==> src/rtl/fp_operand_entry.sv <==
// Front-panel entry of two short floating-point operands using two debounced buttons
// and two switches; the buttons move a field pointer and step the selected field.

module fp_db_fsm #(
   parameter int unsigned CNT_W = 19
) (
   input  logic clk,
   input  logic reset,
   input  logic in_s,
   output logic tick_c
);

   typedef enum logic [1:0] {
      ST_ZERO  = 2'd0,
      ST_WAIT1 = 2'd1,
      ST_ONE   = 2'd2,
      ST_WAIT0 = 2'd3
   } state_t;

   state_t             state_q, state_d;
   logic [CNT_W-1:0]   cnt_q, cnt_d;

   always_ff @(posedge clk or posedge reset) begin
      if (reset) begin
         state_q <= ST_ZERO;
         cnt_q   <= '0;
      end else begin
         state_q <= state_d;
         cnt_q   <= cnt_d;
      end
   end

   // A level is accepted once the counter has run through its full range without a flip.
   always_comb begin
      state_d = state_q;
      cnt_d   = cnt_q;
      tick_c  = 1'b0;
      case (state_q)
         ST_ZERO: begin
            if (in_s) begin
               state_d = ST_WAIT1;
               cnt_d   = '0;
            end
         end
         ST_WAIT1: begin
            if (!in_s) begin
               state_d = ST_ZERO;
            end else if (cnt_q == '1) begin
               state_d = ST_ONE;
               tick_c  = 1'b1;
            end else begin
               cnt_d = cnt_q + CNT_W'(1);
            end
         end
         ST_ONE: begin
            if (!in_s) begin
               state_d = ST_WAIT0;
               cnt_d   = '0;
            end
         end
         ST_WAIT0: begin
            if (in_s) begin
               state_d = ST_ONE;
            end else if (cnt_q == '1) begin
               state_d = ST_ZERO;
            end else begin
               cnt_d = cnt_q + CNT_W'(1);
            end
         end
         default: begin
            state_d = ST_ZERO;
            cnt_d   = '0;
         end
      endcase
   end

endmodule

module fp_operand_entry #(
   parameter int unsigned DB_CNT_W = 19
) (
   input  logic       clk,
   input  logic       reset,
   input  logic [1:0] btn,
   input  logic [1:0] sw,
   output logic       sign1,
   output logic       sign2,
   output logic [3:0] exp1,
   output logic [3:0] exp2,
   output logic [7:0] frac1,
   output logic [7:0] frac2,
   output logic       edit_op,
   output logic [1:0] edit_field
);

   localparam int unsigned NUM_OPS = 2;
   localparam int unsigned EXP_W   = 4;
   localparam int unsigned FRAC_W  = 7;

   localparam logic [1:0] F_SIGN    = 2'd0;
   localparam logic [1:0] F_EXP     = 2'd1;
   localparam logic [1:0] F_FRAC_HI = 2'd2;
   localparam logic [1:0] F_FRAC_LO = 2'd3;

   logic [1:0] btn_s1_q, btn_s2_q;
   logic [1:0] sw_s1_q, sw_s2_q;
   logic [1:0] tick_c;

   logic                              adv_tick_c, step_tick_c;
   logic                              op_sel, dir_down;
   logic [1:0]                        field_q, field_d;
   logic [NUM_OPS-1:0]                sign_q, sign_d;
   logic [NUM_OPS-1:0][EXP_W-1:0]     exp_q, exp_d;
   logic [NUM_OPS-1:0][FRAC_W-1:0]    frac_q, frac_d;

   // Two-flop synchronizers for every raw button and switch.
   always_ff @(posedge clk or posedge reset) begin
      if (reset) begin
         btn_s1_q <= '0;
         btn_s2_q <= '0;
         sw_s1_q  <= '0;
         sw_s2_q  <= '0;
      end else begin
         btn_s1_q <= btn;
         btn_s2_q <= btn_s1_q;
         sw_s1_q  <= sw;
         sw_s2_q  <= sw_s1_q;
      end
   end

   for (genvar i = 0; i < 2; i++) begin : g_db
      fp_db_fsm #(
         .CNT_W (DB_CNT_W)
      ) u_db (
         .clk    (clk),
         .reset  (reset),
         .in_s   (btn_s2_q[i]),
         .tick_c (tick_c[i])
      );
   end

   assign adv_tick_c  = tick_c[0];
   assign step_tick_c = tick_c[1];
   assign op_sel      = sw_s2_q[0];
   assign dir_down    = sw_s2_q[1];

   always_ff @(posedge clk or posedge reset) begin
      if (reset) begin
         field_q <= F_SIGN;
         sign_q  <= '0;
         exp_q   <= '0;
         frac_q  <= '0;
      end else begin
         field_q <= field_d;
         sign_q  <= sign_d;
         exp_q   <= exp_d;
         frac_q  <= frac_d;
      end
   end

   // Advance wins over step when both ticks land in the same cycle.
   always_comb begin
      field_d = field_q;
      sign_d  = sign_q;
      exp_d   = exp_q;
      frac_d  = frac_q;
      if (adv_tick_c) begin
         field_d = field_q + 2'd1;
      end else if (step_tick_c) begin
         case (field_q)
            F_SIGN: begin
               sign_d[op_sel] = ~sign_q[op_sel];
            end
            F_EXP: begin
               exp_d[op_sel] = exp_q[op_sel] + (dir_down ? 4'hF : 4'h1);
            end
            F_FRAC_HI: begin
               frac_d[op_sel][6:4] = frac_q[op_sel][6:4] + (dir_down ? 3'd7 : 3'd1);
            end
            F_FRAC_LO: begin
               frac_d[op_sel][3:0] = frac_q[op_sel][3:0] + (dir_down ? 4'hF : 4'h1);
            end
            default: begin
               field_d = F_SIGN;
            end
         endcase
      end
   end

   // The hidden leading fraction bit is not stored.
   assign sign1      = sign_q[0];
   assign sign2      = sign_q[1];
   assign exp1       = exp_q[0];
   assign exp2       = exp_q[1];
   assign frac1      = {1'b1, frac_q[0]};
   assign frac2      = {1'b1, frac_q[1]};
   assign edit_op    = sw_s2_q[0];
   assign edit_field = field_q;

endmodule

==> config.mk <==
export PLATFORM = sky130hd
export DESIGN_NAME = fp_operand_entry
export DESIGN_NICKNAME = d
export VERILOG_FILES = /design/src/rtl/fp_operand_entry.sv
export SDC_FILE = /design/constraint.sdc
export NUM_CORES = 1
export LEC_CHECK = 0
export BUFFER_PORTS_ARGS = -buffer_cell sky130_fd_sc_hd__buf_2
export CAP_MARGIN = 20
export CORE_ASPECT_RATIO = 0.7
export CORE_MARGIN = 2
export CORE_UTILIZATION = 60
export DETAILED_ROUTE_END_ITERATION = 12
export PLACE_DENSITY = 0.79
export SLEW_MARGIN = 5
export SYNTH_ARGS = -nofsm -noshare
export SYNTH_HDL_FRONTEND = slang
export SYNTH_SLANG_ARGS = --single-unit
export TNS_END_PERCENT = 1
==> constraint.sdc <==
create_clock -name clk -period 2.8 [get_ports clk]
set_input_delay 0.56 -clock clk [delete_from_list [all_inputs] [get_ports clk]]
set_output_delay 0.56 -clock clk [all_outputs]
set_load 0.005 [all_outputs]
## After elaboration in Yosys (flattened, before gate mapping)

Index checks and enable logic that the tools add are counted.

| word-level totals | value |
|---|---|
| output and inout port bits | 29 |
| input bits | 6 |
| word-level logic and storage cells | 112 |
| register bits | 76 |

| operators by class | value |
|---|---|
| bitwise gates (word level) | 2 |
| magnitude comparators | 2 |
| equality and inequality tests | 23 |
| multiplexer cells | 53 |
| $add $sub $neg | 6 |
| reduce and logical (&&, ||, !) cells | 12 |

Operators with widths:

| cell | number |
|---|---|
| 19-bit two-way mux | 10 |
| 19-bit case mux with 4 select lines | 2 |
| 19-bit by 1-bit adder with 19-bit output (second input constant) | 2 |
| 19-bit == test (second input constant) | 2 |
| 14-bit bitwise mux | 2 |
| 14-bit case mux with 2 select lines | 1 |
| 2-bit two-way mux | 12 |
| 7-bit two-way mux | 3 |
| 4-bit two-way mux | 5 |
| 2-bit inequality test (second input constant) | 8 |
| 2-bit case mux with 4 select lines | 2 |
| 4-bit AND reduction | 4 |
| 7-bit demux with 1-bit select | 2 |
| 2-bit == test (second input constant) | 6 |
| 3-bit by 2-bit inequality test with 1-bit output (second input constant) | 4 |
| 1-bit two-way mux | 9 |
| 3-bit AND reduction | 3 |
| 4-bit adder | 2 |
| 8-bit bitwise mux | 1 |
| 2-bit by 1-bit == test with 1-bit output (second input constant) | 3 |
| 2-bit zero test | 3 |
| 4-bit demux with 1-bit select | 1 |
| 3-bit adder | 1 |
| 3-bit two-way mux | 1 |
| other kinds (8) | 9 |

## Longest topological paths before layout

Gate-level depths: netlist of the first run.

| logic depth | value |
|---|---|
| word-level depth | 6 |
| depth in mapped cells | 9 |
| depth with buffers taken out | 7 |

## Hierarchy

From an unflattened synthesis of the first run, not the netlist that was laid out.

| unflattened totals | value |
|---|---|
| cell total of the unflattened synthesis | 398 |
| area total of the unflattened synthesis | 4,093.9 µm² |

Modules (own cells, without submodules):

| module | area each (µm²) | cells each | seq. area each (µm²) | times used |
|---|---|---|---|---|
| fp_db_fsm | 1,236.2 | 134 | 525.5 | 2 |
| fp_operand_entry | 1,621.6 | 130 | 850.8 | 1 |

## Worst setup path before layout of the first run

OpenSTA, ideal clock, no wires.

| path | value |
|---|---|
| path type | reg-to-reg |
| start point | register sw_s2_q[0] |
| end point | register frac_q (netlist bit frac1[6]) |
| clock period less this slack | 2,437 ps |
| path slack | 363 ps |
| cell stages (with the launch flop) | 8 |
| library setup time | 123 ps |
| data arrival time | 2,314 ps |
| path through | dfrtp_1 > clkbuf_1 > buf_1 > mux2i_1 > fa_1 > xor2_1 > or4_1 > xnor2_1 |

| between the ends | value |
|---|---|
| word-level cells in the longest chain between the ends | 6 |

Ends and longest elaborated chain:

| item | line | RTL |
|---|---|---|
| from (decl) | 106 | `logic [1:0] sw_s1_q, sw_s2_q;` |
| from (signal assigned) | 127 | `sw_s2_q <= sw_s1_q;` |
| parallel branches: the longest is 5 deep, another holds 3-bit adder | - |  |
| 14-bit case mux with 2 select lines (*) | 170 | `case (field_q)` |
| to (signal assigned) | 157 | `frac_q <= frac_d;` |
| to (decl) | 114 | `logic [NUM_OPS-1:0][FRAC_W-1:0] frac_q, frac_d;` |

Mark *: on every way between the ends. The select of a mux whose other input is x is not followed.
A chain may end at the register's enable or synchronous reset.

## Worst setup path after layout of the first run

| path | value |
|---|---|
| start point | register g_db[1].u_db.cnt_q[0] |
| end point | register g_db[1].u_db.cnt_q[5] |

| between the ends | value |
|---|---|
| word-level cells in the longest chain between the ends | 4 |

Ends and longest elaborated chain:

| item | line | RTL |
|---|---|---|
| from (decl) | 21 | `logic [CNT_W-1:0] cnt_q, cnt_d;` |
| from (signal assigned) | 29 | `cnt_q <= cnt_d;` |
| 19-bit by 1-bit adder with 19-bit output / 19-bit == test (equally long branches) | - |  |
| 19-bit two-way mux (*) | 48, 64 |  |
| 19-bit two-way mux, on equally long branches | 62, 46 |  |
| 19-bit case mux with 4 select lines (*) | 38 | `case (state_q)` |

Mark *: on every way between the ends. The rest lies on a longest branch, timed or not. The select of a mux whose other input is x is not followed.

==> impl_metrics.yaml, run 1 <==
status:
  status: "complete, no violations"
timing:
  fin_skew_ps: 7.13
  worst_pin_slew_ps: 814
  relSlewSlack_pct: 45.5
  rsz0062_at_grt: "false"
  fin_crit_sh_pct: 82.1
  setup_viol: 0
  hold_viol_final: 0
  max_freq_mhz: 435
  finalSetupTns_ps: 0
  period_minus_slack_ps: 2300
  report.final.slew_viol_count: 0
  worst_slack_ps: 501
synthesis:
  synthFlopType: "dfrtp_1"
  netlist_area_sq_um: 4230
  async_flop_share_pct: 100
  synth_top_cell_area_share_pct: 44.9
  ys_seq_elements: 76
  ys_types: 58
  yosys-top-cells-area: "dfrtp_1 45%, xnor2_1 4.3%, nand2_1 3.8%"
  synth_enable_flop_cells: 0
  syn_area_per_cell_sq_um: 10.1
  ys_warn_count: 0
  synth.largest_area_cell: "dfrtp_1"
  synthCells: 418
  seq_area_frac_synth_pct: 44.9
cells_and_area:
  post-route-util_pct: 70.0
  fillers: 505
  diodes: 0
  final_common_cell: "dfrtp_1"
  seq_area_sq_um: 1900
  final_cell_mix: "76 x dfrtp_1, 43 x nand2_1, 33 x nor2_1, 32 x buf_2, 24 x nand3_1"
  post-route-cell-area_sq_um: 4750
  area_growth_pct: 12.2
  nets: 470
  drive_gt1_share_pct: 18.2
  multi_input_area_sq_um: 2210
clocking:
  numClockSinks: 76
  numCtsBuffers: 9
  cts_buffer_depth: 2
  cts_tree: "built"
  cts_resized: 0
  post_cts.repair.setup_buffers: 0
  hold_buffers: 0
  cts_max_level: 3
  cts_root_buf: "clkbuf_8"
  clk_pin_slew_worst_paths_ps: 80
  clk_latency_ps: 350
floorplanning:
  ioPinCount: 35
  fp.dieW_um: 104
  core_area_sq_um: 6790
  dieHeight_um: 74.3
  std_cell_rows: 25
  die_area_sq_um: 7750
  initial_utilization_pct: 62.4
critical_path:
  cp_max_fo: 6
  cp.arrival_ps: 2540
  path_cells: "ha_1 > nand3_2 > or4_1 > o211ai_2 > mux2_1 > a22o_1"
  cp_top_family: "simple AND/OR/NAND/NOR gates"
  path_buf_inv: 0
  cpMaxStageDelayCell: "or4_1"
  end_kind: "flop"
  cp.required_ps: 3040
  slowest_delay_ps: 690
  rr_endpoint: "g_db[1].u_db.cnt_q[5]"
  r2r_setup_slack_ps: 500
  timing.rr.start: "g_db[1].u_db.cnt_q[0]"
  startpoint_type: "flop"
  path_class: "reg -> reg"
  r2r_cells: 6
flow_run:
  max-cap-violations: 0
drt:
  dr.pass1.iters: 5
  vias: 3274
  drtIter0Drc: 290
  antenna_left: 0
  via_per_inst: 5.95
  wire_per_inst_um: 16.3
  route.detailed.drc: 0
  wirelength_um: 8940
global_route:
  grtUsageTotal_pct: 24.5
  globalRoute.totalOverflow: 0
  grt_pass1_wl_um: 14900
  grt_start_max_net_pins: 31
  antenna_found_initial: 0
  grt_pass1_vias: 2992
placement:
  io_buffers: 32
  place_hpwl_um: 6290
  place_ws_ps: 534
  place.gp.congestion: 0.838
  placed_area_sq_um: 4500
power_and_ir_drop:
  power.leakage_nw: 2.19
  ir_drop_v: 0.000373
  powerDensity_nw_per_um2: 481
  totalPowerFinal_mw: 2.28
worst_hold_path:
  min_path_type: "in -> async"
-- stage by stage --
step	instances	hold slack, ps
after CTS	550	301
after floorplan	419	331
after detailed placement	534	336
after global placement	534	331
after global routing	550	288
final	550	290
-- cell usage after synthesis (5+ instances only) --
library cell and instances:
dfrtp_1 76, nand2_1 43, nor2_1 33, nand3_1 24, xnor2_1 21, o21ai_1 16, xor2_1 12, clkbuf_1 11
ha_1 10, inv_1 10, mux2i_1 10, a21oi_1 9, and3_1 9, nand4_1 8, o211ai_1 8, nor3_1 7
a22o_1 5, a31oi_1 5, and4_1 5, buf_2 5, nor2b_1 5, o21ai_0 5, or4b_1 5
-- routing by layer --
layer	track usage [%]	wire length, um	vias up
li1	-	-	1585
met5	0	0	-
met4	7.66	110	0
met2	36.2	3890	87
met1	36.7	4480	1591
met3	4.82	456	11
-- registers in the layout, summed over array words and instances (netlist names), named ones only --
signal / cells
btn_s1_q: 2
btn_s2_q: 2
edit_field: 2
exp1: 4
exp2: 4
frac1: 7
frac2: 7
g_db.u_db.cnt_q: 38
g_db.u_db.state_q: 2
sign_q: 2
sw_s1_q: 2
sw_s2_q: 2
-- worst max-delay path by stage --
stage                           from                          to  slack, ps  depth (start not counted)
6_report       g_db[1].u_db.cnt_q[0]       g_db[1].u_db.cnt_q[5]        500                          6
5_1_grt        g_db[0].u_db.cnt_q[0]                   sign_q[0]        340                          6
4_1_cts        g_db[1].u_db.cnt_q[0]       g_db[1].u_db.cnt_q[5]        530                          6
3_5_place_dp   g_db[1].u_db.cnt_q[0]       g_db[1].u_db.cnt_q[5]        530                          6
3_3_place_gp   g_db[1].u_db.cnt_q[0]       g_db[1].u_db.cnt_q[5]        590                          6
2_1_floorplan                  reset  asynchronous set/reset pin        300                          1
-- cells by family after synthesis --
| kind of cell | share of synthesized area (%) |
|---|---|
| and+or+nand+nor | 23.3 |
| DFF | 44.9 |
| AOI/OAI and AO/OA | 13.2 |
| xor gates and xnor gates | 6.83 |
| buffers and inverters | 3.07 |
| muxes | 4.23 |
| adders and majority gates | 4.37 |
| other | 0.0886 |
-- layout make-up --
cell class	instances	area share (%)
Clock inverter	7	2.58
Sequential cell	76	40.0
Tap cell	94	2.48
Multi-Input combinational cell	312	46.6
Clock buffer	9	2.61
Timing Repair Buffer	42	4.95
Inverter	10	0.790
-- report_power, final --
group,total (mW),internal (mW),switching [mW],leakage [nW]
sequential,1.14,1.11,0.0230,1.03
clock,1.03,0.598,0.435,0.116
combinational,0.113,0.0398,0.0731,1.04
total,2.28,1.75,0.531,2.19
-- worst reg2reg max path: stages, from the launching register on --
cell and delay [ps]:
dfrtp_1 400, ha_1 240, nand3_2 160, or4_1 690, o211ai_2 190, mux2_1 330
a22o_1 170
No activity file was read; power rests on OpenSTA's default activity.
==> inputs of run 2 (changes only) <==
ABC_AREA = 1   (was unset)
clock period = 2.2 ns   (was 2.8 ns; I/O delays follow)
==> run 2 against run 1 <==
Sequential share of layout area shrank 2.3 points. Sequential power up 26%. Fmax up 14%. Register-to-register slack worse by 320 ps. Critical path depth rose by 3. Non-clock buffer count grew 10. First-iteration DRC count is 27% lower. Worst setup slack worse by 320 ps. Final cell count up 36%. Clock power decreased by 7%. Total power grew 14%.
==> impl_metrics.yaml, run 2 <==
clocking:
  numClockSinks: 76
  cts_tree: "built"
  numCtsBuffers: 9
  cts_root_buf: "clkbuf_8"
  cts_buffer_depth: 2
  cts_max_level: 3
  clk_pin_slew_worst_paths_ps: 80
  hold_buffers: 0
  clk_latency_ps: 360
floorplanning:
  initial_utilization_pct: 61.8
  core_area_sq_um: 7250
  die_area_sq_um: 8190
  dieHeight_um: 76.3
  fp.dieW_um: 107
  ioPinCount: 35
  std_cell_rows: 26
synthesis:
  ys_top_cells_by_count: "201 x nand2_1, 76 x dfrtp_1, 67 x nor2_1"
  synthCells: 601
  synth_top_cell_area_share_pct: 42.4
  synthFlopType: "dfrtp_1"
  syn_area_per_cell_sq_um: 7.46
  ys_types: 34
  synth.most_common_cell: "nand2_1"
  yosys-top-cells-area: "dfrtp_1 42%, nand2_1 17%, nand3_1 6.0%"
  seq_area_frac_synth_pct: 42.4
  synth.largest_area_cell: "dfrtp_1"
  synth_enable_flop_cells: 0
  netlist_area_sq_um: 4480
  async_flop_share_pct: 100
  ys_warn_count: 0
  ys_seq_elements: 76
timing:
  hold-worst-slack_ps: 66.0
  report.final.slew_viol_count: 0
  max_freq_mhz: 496
  hold_viol_final: 0
  rsz0062_at_grt: "false"
  setup_viol: 0
  period_minus_slack_ps: 2020
  fin_skew_ps: 7.41
  finalSetupTns_ps: 0
  worst_pin_slew_ps: 513
  relSlewSlack_pct: 65.5
  fin_crit_sh_pct: 91.6
critical_path:
  cp.arrival_ps: 2270
  cp_max_fo: 30
  r2r_setup_slack_ps: 180
  end_kind: "flop"
  cp.required_ps: 2450
  path_class: "reg -> reg"
  startpoint_type: "flop"
power_and_ir_drop:
  ir_drop_v: 0.000354
  power.leakage_nw: 2.44
  powerDensity_nw_per_um2: 518
  totalPowerFinal_mw: 2.61
drt:
  wirelength_um: 9910
  antenna_left: 0
  vias: 4038
  wire_per_inst_um: 13.2
  via_per_inst: 5.39
  route.detailed.drc: 0
  drtIter0Drc: 212
  dr.pass1.iters: 5
placement:
  placed_area_sq_um: 4820
  place_hpwl_um: 7360
  place.gp.congestion: 0.885
  io_buffers: 32
status:
  status: "complete, no violations"
cells_and_area:
  area_growth_pct: 12.6
  final_cell_mix: "201 x nand2_1, 74 x dfrtp_1, 67 x nor2_1, 54 x nand3_1, 41 x inv_1"
  top_register: "g_db.u_db.cnt_q"
  nets: 666
  diodes: 0
  largest_reg_flops: 38
  drive_gt1_share_pct: 15.5
  final_common_cell: "nand2_1"
  post-route-cell-area_sq_um: 5040
worst_hold_path:
  min_path_type: "in -> async"
global_route:
  grt_pass1_wl_um: 17800
  grt_pass1_vias: 3900
  grtUsageTotal_pct: 27.1
  globalRoute.totalOverflow: 0
  grt_start_max_net_pins: 31
  antenna_found_initial: 0
flow_run:
  max-cap-violations: 0
[run 2: cell count changes after synthesis, sizes merged, moves of 7 or more]
cell / change
or2: +9
nand3: +30
mux2i: -8
inv: +35
mux2: -7
nand2: +163
o2111ai: -8
and3: -9
o211ai: -9
nor2: +41
nor3: +7
o21ai: +13
xnor2: -15
[run 2: power breakdown]
part           switching (mW)  internal (mW)
Clock                   0.491          0.462
Sequential             0.0239           1.42
Combinational           0.142         0.0741
[run 2: metal layers]
layer	share of wire, %	vias to the layer above	track usage (%)
met5	0	-	0
met4	1.3	0	8.05
met3	5.9	14	6.50
met2	45	123	41.3
met1	47	1893	38.5
li1	-	2008	-
[run 2: cells by family (layout without fill, tap and decap cells)]
| family | count (synthesis) | in the layout | share of synthesized area [%] |
|---|---|---|---|
| other | 1 | 2 | 0.0837 |
| AO/OA/AOI/OAI | 44 | 44 | 5.39 |
| buffers and inverters | 65 | 114 | 6.45 |
| XOR/XNOR | 23 | 23 | 4.50 |
| adder cells (fa/ha/maj) | 13 | 13 | 4.13 |
| AND/OR/NAND/NOR | 377 | 377 | 36.6 |
| multiplexers | 2 | 2 | 0.447 |
| flip-flops | 76 | 76 | 42.4 |
[run 2: per-stage QoR]
step / util [%] / std cells / worst slack (ps)
after global placement: 66.5 / 731 / 140
after global routing: 69.5 / 749 / 33.3
final: 69.5 / 749 / 185
after CTS: 68.8 / 746 / 19.9
after floorplan: - / 602 / -87.0
after detailed placement: 66.5 / 731 / -9.53
[run 2: worst max-delay path: stages (launching register included)]
cell and delay [ps]:
dfrtp_2 440, buf_12 180, mux2i_1 160, fa_1 410
xnor2_1 150, or2_2 290, nand3_1 80, nor2_1 40
nand3_1 110, nand2_1 60
[run 2: final cells by class]
| type | count | area, sq um |
|---|---|---|
| inverters | 47 | 183 |
| multi-input cells | 461 | 2300 |
| fillers | 596 | 2210 |
| clock inverters | 2 | 10.0 |
| repair buffers | 52 | 360 |
| well taps | 98 | 123 |
| clock buffers | 13 | 159 |
| flip-flops and latches | 76 | 1900 |
[run 2: final timing paths]
| path | cells after the start | start | end |
|---|---|---|---|
| setup / recovery | 9 | sw_s2_q[0] | frac2[6] |
| hold / removal | 2 | reset | g_db[1].u_db.cnt_q[18] |
| setup reg to reg | 9 | sw_s2_q[0] | frac2[6] |
| hold reg to reg | 0 | btn_s1_q[0] | btn_s2_q[0] |
| max in group asynchronous | 3 | reset | g_db[0].u_db.cnt_q[2] |
| min in group clk | 1 | btn[0] | btn_s1_q[0] |
[run 2: timing repair]
item / 4_1_cts / 5_1_grt
setup endpoints to repair: 2 / 24
resized for setup: 1 / 7
pin swaps: 0 / 1
buffers inserted: 0 / 3
gates cloned: 0 / 0
